===== src/rtl/instr_loader_pkg.sv =====
// Shared definitions for the boot-time instruction loader.
//   BYTE_W    : width of one stream byte.
//   WORD_W    : width of one instruction word and of the byte address.
//   ADDR_STEP : address increment per word, matching the CPU's PC+2.
//   state_e   : loader FSM states.
package instr_loader_pkg;

    localparam int unsigned BYTE_W    = 8;
    localparam int unsigned WORD_W    = 16;
    localparam int unsigned ADDR_STEP = 2;

    typedef enum logic [3:0] {
        StIdle,
        StLenHi,
        StLenLo,
        StDatHi,
        StDatLo,
        StWrite,
        StChk,
        StDone,
        StError
    } state_e;

endpackage


===== src/rtl/instr_loader_if.sv =====
// Stream and instruction-memory bus of the loader.
//   in_data/in_valid/in_ready : byte stream, transfer when valid & ready.
//   imem_we/imem_addr/imem_wdata : instruction memory write port.
// Modport slave is the loader side; master is the stream source / memory side.
interface instr_loader_if;
    import instr_loader_pkg::*;

    logic [BYTE_W-1:0] in_data;
    logic              in_valid;
    logic              in_ready;
    logic              imem_we;
    logic [WORD_W-1:0] imem_addr;
    logic [WORD_W-1:0] imem_wdata;

    modport master (
        output in_data,
        output in_valid,
        input  in_ready,
        input  imem_we,
        input  imem_addr,
        input  imem_wdata
    );

    modport slave (
        input  in_data,
        input  in_valid,
        output in_ready,
        output imem_we,
        output imem_addr,
        output imem_wdata
    );

endinterface


===== src/rtl/instr_loader.sv =====
// Boot-time writer for the 16-bit instruction memory.
// Receives LEN_HI, LEN_LO, N x (W_HI, W_LO), CHK over a byte stream, writes the
// big-endian words to consecutive even byte addresses from BASE_ADDR, checks the
// XOR checksum and releases the CPU from reset only after a good load.
// Ports:
//   clk, reset   : clock, asynchronous active-high reset.
//   start        : begins a load; sampled in IDLE, DONE and ERROR only.
//   bus          : stream input and instruction-memory write port.
//   cpu_reset    : 1 holds the CPU in reset.
//   busy         : load in progress.
//   done, error  : outcome of the last load.
//   words_loaded : words written in the current or last load.
module instr_loader
    import instr_loader_pkg::*;
#(
    parameter logic [WORD_W-1:0] BASE_ADDR = 16'h0000,
    parameter int unsigned       MAX_WORDS = 256
) (
    input  logic              clk,
    input  logic              reset,
    input  logic              start,
    instr_loader_if.slave     bus,
    output logic              cpu_reset,
    output logic              busy,
    output logic              done,
    output logic              error,
    output logic [WORD_W-1:0] words_loaded
);

    localparam logic [WORD_W-1:0] MAX_LEN = WORD_W'(MAX_WORDS);

    state_e            state;
    logic [WORD_W-1:0] len;
    logic [BYTE_W-1:0] hi_byte;
    logic [BYTE_W-1:0] checksum;
    logic [WORD_W-1:0] addr;
    logic [WORD_W-1:0] wdata;
    logic [WORD_W-1:0] len_full;
    logic [WORD_W-1:0] words_inc;

    // Full length as it will be once the low byte lands this edge.
    assign len_full  = {len[WORD_W-1:BYTE_W], bus.in_data};
    assign words_inc = words_loaded + WORD_W'(1);

    assign bus.in_ready   = state inside {StLenHi, StLenLo, StDatHi, StDatLo, StChk};
    assign bus.imem_we    = (state == StWrite);
    assign bus.imem_addr  = addr;
    assign bus.imem_wdata = wdata;
    assign busy           = !(state inside {StIdle, StDone, StError});

    always_ff @(posedge clk or posedge reset) begin
        if (reset) begin
            state        <= StIdle;
            cpu_reset    <= 1'b1;
            done         <= 1'b0;
            error        <= 1'b0;
            words_loaded <= '0;
            checksum     <= '0;
            addr         <= BASE_ADDR;
            wdata        <= '0;
            len          <= '0;
            hi_byte      <= '0;
        end else begin
            unique case (state)
                StIdle, StDone, StError: begin
                    if (start) begin
                        state        <= StLenHi;
                        cpu_reset    <= 1'b1;
                        done         <= 1'b0;
                        error        <= 1'b0;
                        words_loaded <= '0;
                        checksum     <= '0;
                        addr         <= BASE_ADDR;
                    end
                end
                StLenHi: begin
                    if (bus.in_valid) begin
                        len[WORD_W-1:BYTE_W] <= bus.in_data;
                        checksum             <= checksum ^ bus.in_data;
                        state                <= StLenLo;
                    end
                end
                StLenLo: begin
                    if (bus.in_valid) begin
                        len[BYTE_W-1:0] <= bus.in_data;
                        checksum        <= checksum ^ bus.in_data;
                        if (len_full == '0) begin
                            state <= StChk;
                        end else if (len_full > MAX_LEN) begin
                            state <= StError;
                            error <= 1'b1;
                        end else begin
                            state <= StDatHi;
                        end
                    end
                end
                StDatHi: begin
                    if (bus.in_valid) begin
                        hi_byte  <= bus.in_data;
                        checksum <= checksum ^ bus.in_data;
                        state    <= StDatLo;
                    end
                end
                StDatLo: begin
                    if (bus.in_valid) begin
                        wdata    <= {hi_byte, bus.in_data};
                        checksum <= checksum ^ bus.in_data;
                        state    <= StWrite;
                    end
                end
                StWrite: begin
                    // imem_we is high for this single cycle only.
                    words_loaded <= words_inc;
                    addr         <= addr + WORD_W'(ADDR_STEP);
                    state        <= (words_inc < len) ? StDatHi : StChk;
                end
                StChk: begin
                    if (bus.in_valid) begin
                        if (bus.in_data == checksum) begin
                            state     <= StDone;
                            done      <= 1'b1;
                            cpu_reset <= 1'b0;
                        end else begin
                            state <= StError;
                            error <= 1'b1;
                        end
                    end
                end
                default: state <= StIdle;
            endcase
        end
    end

endmodule


===== src/flat_wrapper.sv =====
// flat-port wrapper written by rule: the top's interface ports become plain ports
module instr_loader_flat import instr_loader_pkg::*;
#(
    parameter logic [WORD_W-1:0] BASE_ADDR = 16'h0000,
    parameter int unsigned       MAX_WORDS = 256
)
  (clk, reset, start, cpu_reset, busy, done, error, words_loaded, bus_in_data, bus_in_valid, bus_in_ready, bus_imem_we, bus_imem_addr, bus_imem_wdata);
  instr_loader_if bus_i ();
  input  logic clk;
  input  logic reset;
  input  logic start;
  output logic cpu_reset;
  output logic busy;
  output logic done;
  output logic error;
  output logic [WORD_W-1:0] words_loaded;
  input wire logic [$bits(bus_i.in_data)-1:0] bus_in_data;
  input wire logic [$bits(bus_i.in_valid)-1:0] bus_in_valid;
  output wire logic [$bits(bus_i.in_ready)-1:0] bus_in_ready;
  output wire logic [$bits(bus_i.imem_we)-1:0] bus_imem_we;
  output wire logic [$bits(bus_i.imem_addr)-1:0] bus_imem_addr;
  output wire logic [$bits(bus_i.imem_wdata)-1:0] bus_imem_wdata;
  assign bus_i.in_data = bus_in_data;
  assign bus_i.in_valid = bus_in_valid;
  assign bus_in_ready = bus_i.in_ready;
  assign bus_imem_we = bus_i.imem_we;
  assign bus_imem_addr = bus_i.imem_addr;
  assign bus_imem_wdata = bus_i.imem_wdata;
  instr_loader #(.BASE_ADDR(BASE_ADDR), .MAX_WORDS(MAX_WORDS)) u_core (.clk(clk), .reset(reset), .start(start), .bus(bus_i), .cpu_reset(cpu_reset), .busy(busy), .done(done), .error(error), .words_loaded(words_loaded));
endmodule

===== config.mk =====
export PLATFORM = sky130hd
export DESIGN_NAME = instr_loader_flat
export DESIGN_NICKNAME = d
export VERILOG_FILES = /design/src/rtl/instr_loader_pkg.sv /design/src/rtl/instr_loader_if.sv /design/src/rtl/instr_loader.sv /design/src/flat_wrapper.sv
export SDC_FILE = /design/constraint.sdc
export NUM_CORES = 1
export LEC_CHECK = 0
export BUFFER_PORTS_ARGS = -buffer_cell sky130_fd_sc_hd__clkbuf_2
export CAP_MARGIN = 10
export CORE_MARGIN = 2
export CORE_UTILIZATION = 52
export DETAILED_ROUTE_END_ITERATION = 12
export PLACE_DENSITY = 0.81
export REMOVE_ABC_BUFFERS = 1
export SYNTH_ARGS = -nofsm -noshare
export SYNTH_HDL_FRONTEND = slang
export SYNTH_SLANG_ARGS = --single-unit

===== constraint.sdc =====
create_clock -name clk -period 2.7 [get_ports clk]
set_clock_uncertainty 0.05 [all_clocks]
set_input_delay 0.27 -clock clk [delete_from_list [all_inputs] [get_ports clk]]
set_output_delay 0.27 -clock clk [all_outputs]
set_load 0.01 [all_outputs]

==> impl_metrics.tcl <==
set metrics [dict create \
    status "finished, final reports clean" \
    num_vias 3900 \
    final_common_cell "dfrtp_1" \
    fin_crit_sh_pct 99.6 \
    multi_input_area_mm2 0.00241 \
    timing_hold_violations_final 0 \
    reg2regPathDepth 10 \
    peakVddDrop_v 0.000524 \
    drv_cap 0 \
    setup_viol 0 \
    port_buffers 64 \
    cts_max_level 3 \
    cts-buffers-inserted 9 \
    io_pins 66 \
    cp_num_buf_inv 0 \
    grt_pass1_wl_um 18100 \
    synth_top_flop_cell "dfrtp_1" \
    min_period_ns 2.69 \
    hpwl_um 7610 \
    ant_nets 0 \
    fill_cells 702 \
    min_to "u_core.state[3]" \
    power_leakage_nw 2.77 \
    drive_gt1_share_pct 32.1 \
    path_clk_slew_ns 0.10 \
    hold_path_startpoint "start" \
    diodes 0 \
    drt-total-wl_um 10600 \
    slew_headroom_pct 47.6 \
    synth_warnings 0 \
    cts_tree "built" \
    syn_inst 462 \
    antenna_found_initial 0 \
    viasPerCell 5.84 \
    drc 0 \
    ys_seq_area_share_pct 45.7 \
    r2r-end "u_core.state[0]" \
    die_h_um 99.2 \
    reg2reg_from "u_core.words_loaded[2]" \
    dr.pass1.iters 4 \
    fp.dieW_um 99.2 \
    cts_sinks 86 \
    cpPeakStageDelay_ns 0.50 \
    crit_type "flop to flop" \
    drt_iter0_markers 202 \
    powerDensity_mw_per_mm2 855 \
    cts_buffer_depth 2 \
    start_kind "flop" \
    syn2layout_area_growth_pct 19.1 \
    fin_util_pct 64.0 \
    total_power_mw 4.80 \
    rrSetupSlack_ns 0.01 \
    cts_root_buf "clkbuf_8" \
    syn_area_per_cell_um2 10.2 \
    slew_violations 0 \
    fmax_mhz 372 \
    rows 34 \
    grt_usage_pct 22.4 \
    synth-seq-cells 86 \
    rsz0062_at_grt "yes" \
    worst_path_dominant_cell_family "simple AND/OR/NAND/NOR gates" \
    crit_arrival_ns 2.88 \
    coreArea_mm2 0.00876 \
    layout_common_cells "85 x dfrtp_1, 64 x clkbuf_2, 41 x nand2_1, 40 x mux2_2" \
    fin_area_mm2 0.00561 \
    cp-end-kind "flop" \
    synth_edf_count 0 \
    placed_area_mm2 0.00533 \
    worstPathRequired_ns 2.89 \
    grt_pass1_vias 3853 \
    tightestPinTransition_ns 0.786 \
    path_cells "nand3_4, nor4_4, nand3_1, xnor2_1, ha_1, nand4_1, or4_4, o22a_1, nand3_2, o211ai_2" \
    grt_overflow 0 \
    insertion_delay_ns 0.36 \
    yosysUniqueCellTypes 60 \
    wl_per_cell_um 15.9 \
    async_flop_share_pct 100 \
    nNetsFinal 584 \
    path_max_fanout 4 \
    die_area_mm2 0.00984 \
    slowest_stage "or4_4" \
    crit_cells 10 \
    setup_tns_ns 0 \
    worst_hold_path.num_cells 2 \
    gp_congestion 0.932 \
    initial_core_util_pct 53.8 \
    grt_max_degree 47 \
    hp-class "input pin to flop" \
    regArea_mm2 0.00215 \
    syn_area_mm2 0.00471 \
]
==> sequential cells by signal, summed over array words and instances, names as in the netlist <==
| name | flops |
|---|---|
| u_core.cpu_reset | 1 |
| u_core.done | 1 |
| u_core.len | 16 |
| u_core.bus.imem_wdata | 16 |
| u_core.state | 4 |
| u_core.checksum | 8 |
| u_core.bus.imem_addr | 15 |
| u_core.error | 1 |
| u_core.hi_byte | 8 |
| u_core.words_loaded | 16 |
==> synthesized netlist by cell type, types with 5 or more instances <==
| cell type | n | share of area (%) |
|---|---|---|
| dfrtp_1 | 85 | 45 |
| nand2_1 | 42 | 3.3 |
| mux2_2 | 40 | 9.6 |
| o21ai_0 | 36 | 3.8 |
| inv_1 | 22 | 1.8 |
| nor2_1 | 21 | 1.7 |
| nand3_1 | 20 | 2.1 |
| ha_1 | 17 | 4.5 |
| a21oi_1 | 15 | 1.6 |
| nor2b_1 | 12 | 1.6 |
| xor2_1 | 12 | 2.2 |
| xnor2_1 | 11 | 2.0 |
| buf_2 | 10 | 1.1 |
| nand4_1 | 9 | 1.2 |
| o22ai_1 | 9 | 1.2 |
| a22o_1 | 8 | 1.5 |
| clkbuf_1 | 7 | 0.56 |
| o31ai_1 | 7 | 1.1 |
| or3_1 | 6 | 0.80 |
| and3_1 | 5 | 0.66 |
| mux2i_1 | 5 | 1.1 |
| o21a_1 | 5 | 0.80 |
==> timing repair <==
action	CTS	global route
buffers inserted	1	3
gates resized for setup	3	8
hold buffers	1	0
hold endpoints to repair	36	0
endpoints found under the setup margin	2	2
pin swaps	5	5
==> stage by stage <==
| step | worst slack, ns | hold WS, ns | std cells |
|---|---|---|---|
| global placement | 0.00300 | 0.363 | 648 |
| global route | -0.164 | 0.124 | 668 |
| finish | 0.0114 | 0.114 | 668 |
| floorplan | -0.203 | 0.317 | 442 |
| CTS | -0.0139 | 0.114 | 666 |
| detailed placement | -0.0621 | 0.371 | 648 |
==> cell type report <==
| cell class | instances | area share [%] |
|---|---|---|
| clock buffer | 9 | 2.21 |
| multi-input combinational | 333 | 43.0 |
| clock inverter | 7 | 1.58 |
| sequential | 86 | 38.4 |
| inverter | 23 | 1.56 |
| timing repair buffer | 102 | 10.9 |
| tap | 108 | 2.41 |
==> worst max-delay path by stage <==
stage / from / to / slack (ns)
floorplan: u_core.words_loaded[6] / u_core.state[2] / -0.20
global placement: u_core.words_loaded[4] / u_core.state[2] / 0.003
detailed placement: u_core.words_loaded[4] / u_core.state[0] / -0.06
CTS: u_core.words_loaded[0] / u_core.state[0] / -0.01
global route: u_core.words_loaded[2] / u_core.state[2] / -0.16
finish: u_core.words_loaded[2] / u_core.state[0] / 0.01
==> metal layers <==
metal	part of all wire (%)	track usage, %
met1	44	30.6
met2	49	37.6
met3	5.3	2.88
met4	1.6	6.64
met5	0	0
==> cell families after synthesis <==
family | count (synthesis) | share of synthesized area [%]
AND/OR/NAND/NOR | 143 | 16.4
AO/OA/AOI/OAI | 104 | 14.5
flip-flops | 86 | 45.7
multiplexers | 45 | 10.6
buffers and inverters | 43 | 3.93
XOR/XNOR | 23 | 4.28
adder cells (fa/ha/maj) | 17 | 4.51
other | 1 | 0.0796
==> where the power goes <==
group          internal (mW)  switching [mW]  total, mW  leakage (nW)
combinational          0.873           0.943       1.82          1.54
clock                  0.454           0.523      0.976         0.106
sequential              1.67           0.342       2.01          1.13
total                   2.99            1.81       4.80          2.77
No activity file was read; power rests on OpenSTA's default activity.
